[src/rtl/alu_pkg.sv]
// alu_pkg: shared widths, entry struct and skid FSM states for alu_result_stage
package alu_pkg;
  localparam int DEF_REG_SIZE = 32;
  localparam int DEF_REG_IDX_W = 5;
  typedef struct packed {
    logic [DEF_REG_SIZE-1:0] result;
    logic [DEF_REG_IDX_W-1:0] rd;
    logic we;
    logic zero;
  } alu_res_t;
  typedef enum logic [1:0] {EMPTY, ONE, TWO} skid_state_e;
endpackage

[src/rtl/alu_result_stage_skid_buffer.sv]
// skid_buffer: generic 2-entry valid/ready buffer, main entry drives outputs, skid entry absorbs one stall
module skid_buffer
  import alu_pkg::*;
#(
  parameter int W = 8,
  parameter logic [W-1:0] RST = '0
) (
  input  logic         clk,
  input  logic         rst,
  input  logic         in_valid_i,
  output logic         in_ready_o,
  input  logic [W-1:0] in_data_i,
  output logic         out_valid_o,
  input  logic         out_ready_i,
  output logic [W-1:0] out_data_o
);
  skid_state_e state_q, state_d;
  logic [W-1:0] m_q, m_d, s_q, s_d;
  assign in_ready_o = state_q != TWO;
  assign out_valid_o = state_q != EMPTY;
  assign out_data_o = m_q;
  always_comb begin
    state_d = state_q;
    m_d = m_q;
    s_d = s_q;
    case (state_q)
      EMPTY: if (in_valid_i) begin
        m_d = in_data_i;
        state_d = ONE;
      end
      ONE: if (in_valid_i && out_ready_i) m_d = in_data_i;
      else if (in_valid_i) begin
        s_d = in_data_i;
        state_d = TWO;
      end
      else if (out_ready_i) state_d = EMPTY;
      TWO: if (out_ready_i) begin
        m_d = s_q;
        state_d = ONE;
      end
      default: state_d = EMPTY;
    endcase
  end
  always_ff @(posedge clk) begin
    if (rst) begin
      state_q <= EMPTY;
      m_q <= RST;
      s_q <= RST;
    end else begin
      state_q <= state_d;
      m_q <= m_d;
      s_q <= s_d;
    end
  end
endmodule

[src/rtl/alu_result_stage.sv]
// alu_result_stage: EX/MEM stage capturing ALU result, rd, we and zero flag through a skid buffer; ALU_RESULT_FWD_EN adds fwd_* bypass outputs
module alu_result_stage
  import alu_pkg::*;
#(
  parameter int REG_SIZE = DEF_REG_SIZE,
  parameter int REG_IDX_W = DEF_REG_IDX_W
) (
  input  logic                 clk,
  input  logic                 rst,
  input  logic                 in_valid,
  output logic                 in_ready,
  input  logic [REG_SIZE-1:0]  in_result,
  input  logic [REG_IDX_W-1:0] in_rd,
  input  logic                 in_we,
  output logic                 out_valid,
  input  logic                 out_ready,
  output logic [REG_SIZE-1:0]  out_result,
  output logic [REG_IDX_W-1:0] out_rd,
  output logic                 out_we,
`ifdef ALU_RESULT_FWD_EN
  output logic                 fwd_valid,
  output logic [REG_IDX_W-1:0] fwd_rd,
  output logic [REG_SIZE-1:0]  fwd_result,
`endif
  output logic                 out_zero
);
  localparam alu_res_t RST_ENTRY = '{result: '0, rd: '0, we: 1'b0, zero: 1'b1};
  alu_res_t in_d, m_q;
  always_comb begin
    in_d.result = in_result;
    in_d.rd = in_rd;
    in_d.we = in_we && (in_rd != '0);
    in_d.zero = in_result == '0;
  end
  skid_buffer #(.W($bits(alu_res_t)), .RST(RST_ENTRY)) u_skid (
    .clk(clk),
    .rst(rst),
    .in_valid_i(in_valid),
    .in_ready_o(in_ready),
    .in_data_i(in_d),
    .out_valid_o(out_valid),
    .out_ready_i(out_ready),
    .out_data_o(m_q)
  );
  assign out_result = m_q.result;
  assign out_rd = m_q.rd;
  assign out_we = m_q.we;
  assign out_zero = m_q.zero;
`ifdef ALU_RESULT_FWD_EN
  assign fwd_valid = out_valid && m_q.we;
  assign fwd_rd = m_q.rd;
  assign fwd_result = m_q.result;
`endif
endmodule

[config.mk]
export PLATFORM = sky130hd
export DESIGN_NAME = alu_result_stage
export DESIGN_NICKNAME = d
export VERILOG_FILES = /design/src/rtl/alu_pkg.sv /design/src/rtl/alu_result_stage_skid_buffer.sv /design/src/rtl/alu_result_stage.sv
export SDC_FILE = /design/constraint.sdc
export NUM_CORES = 1
export LEC_CHECK = 0
export BUFFER_PORTS_ARGS = -buffer_cell sky130_fd_sc_hd__buf_2
export CAP_MARGIN = 20
export CORE_MARGIN = 2
export CORE_UTILIZATION = 45
export DETAILED_ROUTE_END_ITERATION = 12
export MAX_ROUTING_LAYER = met4
export PLACE_DENSITY = 0.69
export SLEW_MARGIN = 25
export SYNTH_ARGS = -nofsm -noshare
export SYNTH_HDL_FRONTEND = slang
export SYNTH_SLANG_ARGS = --single-unit
export TNS_END_PERCENT = 5
[constraint.sdc]
create_clock -name clk -period 1.45 [get_ports clk]
set_input_delay 0.145 -clock clk [delete_from_list [all_inputs] [get_ports clk]]
set_output_delay 0.145 -clock clk [all_outputs]
set_load 0.005 [all_outputs]
======== After elaboration in Yosys (flattened, before gate mapping) ========
Index checks and enable logic that the tools add are counted.
word-level totals
  register bits after elaboration ......... 80
  input port bits ......................... 42
  output and inout bits ................... 41
  logic and storage cells ................. 32
cells by class
  equal/unequal tests ..................... 8
  muxes and demuxes ....................... 10
  bitwise logic cells ..................... 1
  reductions and logical operators ........ 10
operators with widths
  kind                  number
  $mux W39              3
  $pmux W39 S3          1
  $logic_not A32 Y1     1
  $mux W2               5
  $ne A2 B2 Y1 const B  4
  $reduce_and A4 Y1     2
  $pmux W2 S3           1
  $reduce_bool A5 Y1    1
  $ne A3 B3 Y1 const B  1
  $reduce_and A3 Y1     1
  $reduce_bool A3 Y1    1
  $eq A2 B1 Y1 const B  1
  $eq A2 B2 Y1 const B  1
  $logic_and A1 B1 Y1   2
  $logic_not A2 Y1      1
  $ne A2 B1 Y1 const B  1
  $reduce_bool A2 Y1    1
  $not A1 Y1            1

======== Depth between registers and ports, before layout ========
  word-level depth ........................ 4
  gate-level depth with buffers ........... 7
  depth with buffers taken out ............ 4

======== Hierarchy ========
From an unflattened synthesis, not the netlist that was laid out.
second synthesis, totals
  cell total of the unflattened synthesis .. 372
  area total of the unflattened synthesis .. 3,533.4 um2
by module, submodules not included
  module            times used  cells each  area an instance (um2)  sequential area each (um2)
  skid_buffer       1           359         3,452.1                 1,601.5
  alu_result_stage  1           13          81.3                    0.0

======== Least setup slack after synthesis ========
No wires, ideal clock.
  path kind ............................... flip-flop to flip-flop
  start point ............................. register u_skid.state_q[1]
  end point ............................... register u_skid.m_q[0] (netlist: u_skid.out_data_o[0])
  library setup time ...................... 0.127 ns
  arrival time ............................ 1.202 ns
  data required time ...................... 1.323 ns
  path slack .............................. 0.121 ns
  stages on the path, launching flop included .. 7
  buffers on the path ..................... 2
  period minus slack after synthesis ...... 1.329 ns
  cells stage by stage .................... dfxtp_1 > buf_2 > nand2b_4 > o21ai_4 > buf_4 > o21ai_1 > or3_1
on the way
  cells in the longest elaborated chain, start to end .. 3
  elaborated cells on any way between the ends .. 9
  those cells by class .................... eq/ne (5); mux (1); reduce/logical (3)
RTL lines
  item                                                   line                                RTL
  from (decl)                                            alu_result_stage_skid_buffer.sv:17  skid_state_e state_q, state_d;
  from (signal assigned)                                 alu_result_stage_skid_buffer.sv:50  state_q <= state_d;
  $eq A2 B1 Y1 (tied with other cells)                   alu_result_stage_skid_buffer.sv:26  case (state_q)
  $ne A2 B1 Y1 (no source line) (tied with other cells)  -
  $reduce_and A4 Y1 (no source line)                     -
  to (signal assigned)                                   alu_result_stage_skid_buffer.sv:51  m_q <= m_d;
  to (decl)                                              alu_result_stage_skid_buffer.sv:18  logic [W-1:0] m_q, m_d, s_q, s_d;
Several ways; a longest one is shown, not always the timed one.
A chain may end at the register's enable or synchronous reset.

======== Worst setup path in the final report ========
Same ends and word-level chain as after synthesis.

==> impl_metrics.json <==
{
  "outcome": "complete, no violations",
  "ir_drop_uv": 592,
  "ys.warnings.count": 0,
  "avgSynthCellArea_um2": 8.79,
  "dp_cells": 537,
  "antenna_cells": 0,
  "place_hpwl_um": 5040,
  "antenna_found_initial": 0,
  "cp.arrival_ns": 1.64,
  "finalWeightedCongestion": 0.736,
  "cts_tree": "yes",
  "r2r_cells": 5,
  "seq_area_frac_synth_pct": 48.7,
  "layout-drive-gt1-share_pct": 27.9,
  "slew-limit-headroom_pct": 73.8,
  "p_leak_nw": 1.94,
  "total_power_mw": 4.90,
  "ant_nets": 0,
  "hold_buffers": 0,
  "path_clk_slew_ns": 0.08,
  "hold_violations": 0,
  "portBuffers": 82,
  "overflow": 0,
  "crit_path_start_kind": "flip-flop",
  "r2r-end": "u_skid.out_data_o[0]$_SDFFE_PP1P_",
  "setup_viol": 0,
  "insertion_delay_ns": 0.34,
  "htree_levels": 3,
  "synth_nets": 416,
  "tightest_slew_ns": 0.389,
  "rsz0062_at_grt": "yes",
  "syn_area_mm2": 0.00329,
  "crit_type": "flip-flop to flip-flop",
  "start_util_pct": 45.8,
  "fin_crit_ns": 1.42,
  "hold_depth": 3,
  "cp_max_fo": 9,
  "grt_max_degree": 49,
  "post_drt_wl_per_cell_um": 14.2,
  "syn2layout_area_growth_pct": 27.6,
  "ys_types": 29,
  "maxSlewViolCount": 0,
  "drt_wl_total_um": 7910,
  "grt_pass1_vias": 2447,
  "rows": 31,
  "dieArea_mm2": 0.00800,
  "die_x_um": 89.5,
  "r2r-start": "u_skid.state_q[1]$_SDFFE_PP0P_",
  "cts_root_buf": "clkbuf_8",
  "detail_route.drc_violations": 0,
  "stdcell_area_mm2": 0.00419,
  "hold_class": "primary input to flip-flop",
  "cts_buffer_depth": 2,
  "place_area_mm2": 0.00382,
  "clock_skew_ns": 0.00818,
  "whs_endpoint": "u_skid.s_q[22]$_SDFFE_PP0P_",
  "ys_ff_latch": 80,
  "num_io_pins": 83,
  "worstSetupEndpointType": "flip-flop",
  "drtIter0Drc": 149,
  "worstPathRequired_ns": 1.68,
  "fmax_mhz": 707,
  "final.period_utilization_pct": 97.6,
  "powerDensity_mw_per_mm2": 1170,
  "vias": 2895,
  "finalNonFillerCells": 558,
  "die_h_um": 89.5,
  "cts.sinks": 80,
  "r2r_slack_ns": 0.03,
  "post_drt_via_cell_ratio": 5.19,
  "fin_nets": 496,
  "syn_inst": 374,
  "grtUsageTotal_pct": 19.5,
  "core_mm2": 0.00718,
  "drtPass1Iterations": 6,
  "maxCapViolations": 0,
  "grt_pass1_wl_um": 11700,
  "cts_buffers": 9,
  "hold_path.startpoint": "in_result[15]"
}
## flip-flops by register name, indices dropped and copies added, names as in the netlist
signal,flops
u_skid.out_data_o,39
u_skid.s_q,39
u_skid.state_q,2
## metal layers
metal	wire (um)	vias up	part of all wire, %	global-route usage (%)
li1	-	1457	-	-
met1	3640	1349	46	25.6
met2	3810	77	48	30.6
met3	368	12	4.7	3.60
met4	93	0	1.2	6.11
met5	0	-	0	-
## how the worst max path moves through the flow
| stage | from | to | slack (ns) | depth (start not counted) |
|---|---|---|---|---|
| 6_report | u_skid.state_q[1]$_SDFFE_PP0P_ | u_skid.out_data_o[0]$_SDFFE_PP1P_ | 0.03 | 5 |
| 5_1_grt | u_skid.state_q[1]$_SDFFE_PP0P_ | u_skid.out_data_o[0]$_SDFFE_PP1P_ | -0.004 | 5 |
| 4_1_cts | u_skid.state_q[0]$_SDFFE_PP0P_ | in_ready | 0.03 | 3 |
| 3_5_place_dp | u_skid.state_q[1]$_SDFFE_PP0P_ | u_skid.out_data_o[16]$_SDFFE_PP0P_ | 0.03 | 5 |
| 3_3_place_gp | u_skid.state_q[0]$_SDFFE_PP0P_ | u_skid.s_q[22]$_SDFFE_PP0P_ | 0.10 | 5 |
| 2_1_floorplan | u_skid.state_q[1]$_SDFFE_PP0P_ | u_skid.out_data_o[0]$_SDFFE_PP1P_ | 0.12 | 6 |
## per-stage QoR
stage           TNS, ns  setup slack [ns]  utilization (%)  hold WS (ns)
2_1_floorplan         0             0.121                -         0.281
3_3_place_gp          0             0.105             53.3         0.408
3_5_place_dp          0            0.0260             53.3         0.417
4_1_cts               0            0.0339             56.9        0.0467
5_1_grt        -0.00910          -0.00385             58.4        0.0552
6_report              0            0.0346             58.4        0.0582
## layout make-up
class                   instances  area [um2]
clock buffers                  10         138
clock inverters                 6        82.6
flip-flops and latches         80        1610
well taps                      99         124
fillers                       644        2980
inverters                       1        3.75
repair buffers                100         688
multi-input cells             262        1550
## cells in the mapped netlist (all sizes together)
library cell,number,area [um2]
nor4,9,56.3
mux2i,38,380
or2,1,6.26
nand4b,1,8.76
nor2b,2,20.0
or3,1,6.26
nand4,2,12.5
o22a,1,8.76
nand2,76,285
o21ai,2,21.3
a211oi,37,278
a21oi,40,200
inv,1,3.75
o211ai,2,15.0
o31ai,1,7.51
or4,1,7.51
clkbuf,13,48.8
nand2b,2,20.0
buf,18,111
and2,1,6.26
nor2,42,158
nand3b,2,15.0
a311oi,1,8.76
dfxtp,80,1600
## cell usage in the layout, fill, tap and decap left out, types with 3 or more instances in the layout
master     n
buf_2     82
dfxtp_1   78
nand2_1   76
nor2_1    42
a21oi_1   40
mux2i_1   38
a211oi_1  33
clkbuf_8  10
nor4_1     9
buf_4      7
buf_12     6
a211oi_2   4
clkinv_2   3
## critical path, cell delays in order (launching register included)
cell	delay (ns)
dfxtp_4	0.38
nand2b_4	0.16
o21ai_4	0.27
buf_12	0.15
o21ai_1	0.05
or3_1	0.30
## report_power, final
part | internal (mW) | total (mW) | leakage (nW) | switching, mW
clock network | 1.01 | 1.81 | 0.112 | 0.798
logic | 0.334 | 0.694 | 1.17 | 0.360
registers | 2.33 | 2.40 | 0.657 | 0.0711
total | 3.67 | 4.90 | 1.94 | 1.23
## what timing repair did
item | in CTS | in global routing
buffers inserted | 0 | 2
pin swaps | 0 | 2
resized for setup | 2 | 9
cloned | 1 | 2
endpoints found under the setup margin | 1 | 41
## cells by family after synthesis
| logic type | Yosys count | synth area share (%) |
|---|---|---|
| mux | 38 | 11.6 |
| flops | 80 | 48.7 |
| simple gates | 140 | 18.3 |
| compound gates | 84 | 16.4 |
| buf+inv | 32 | 4.99 |
Power figures use the tool's default switching activity.
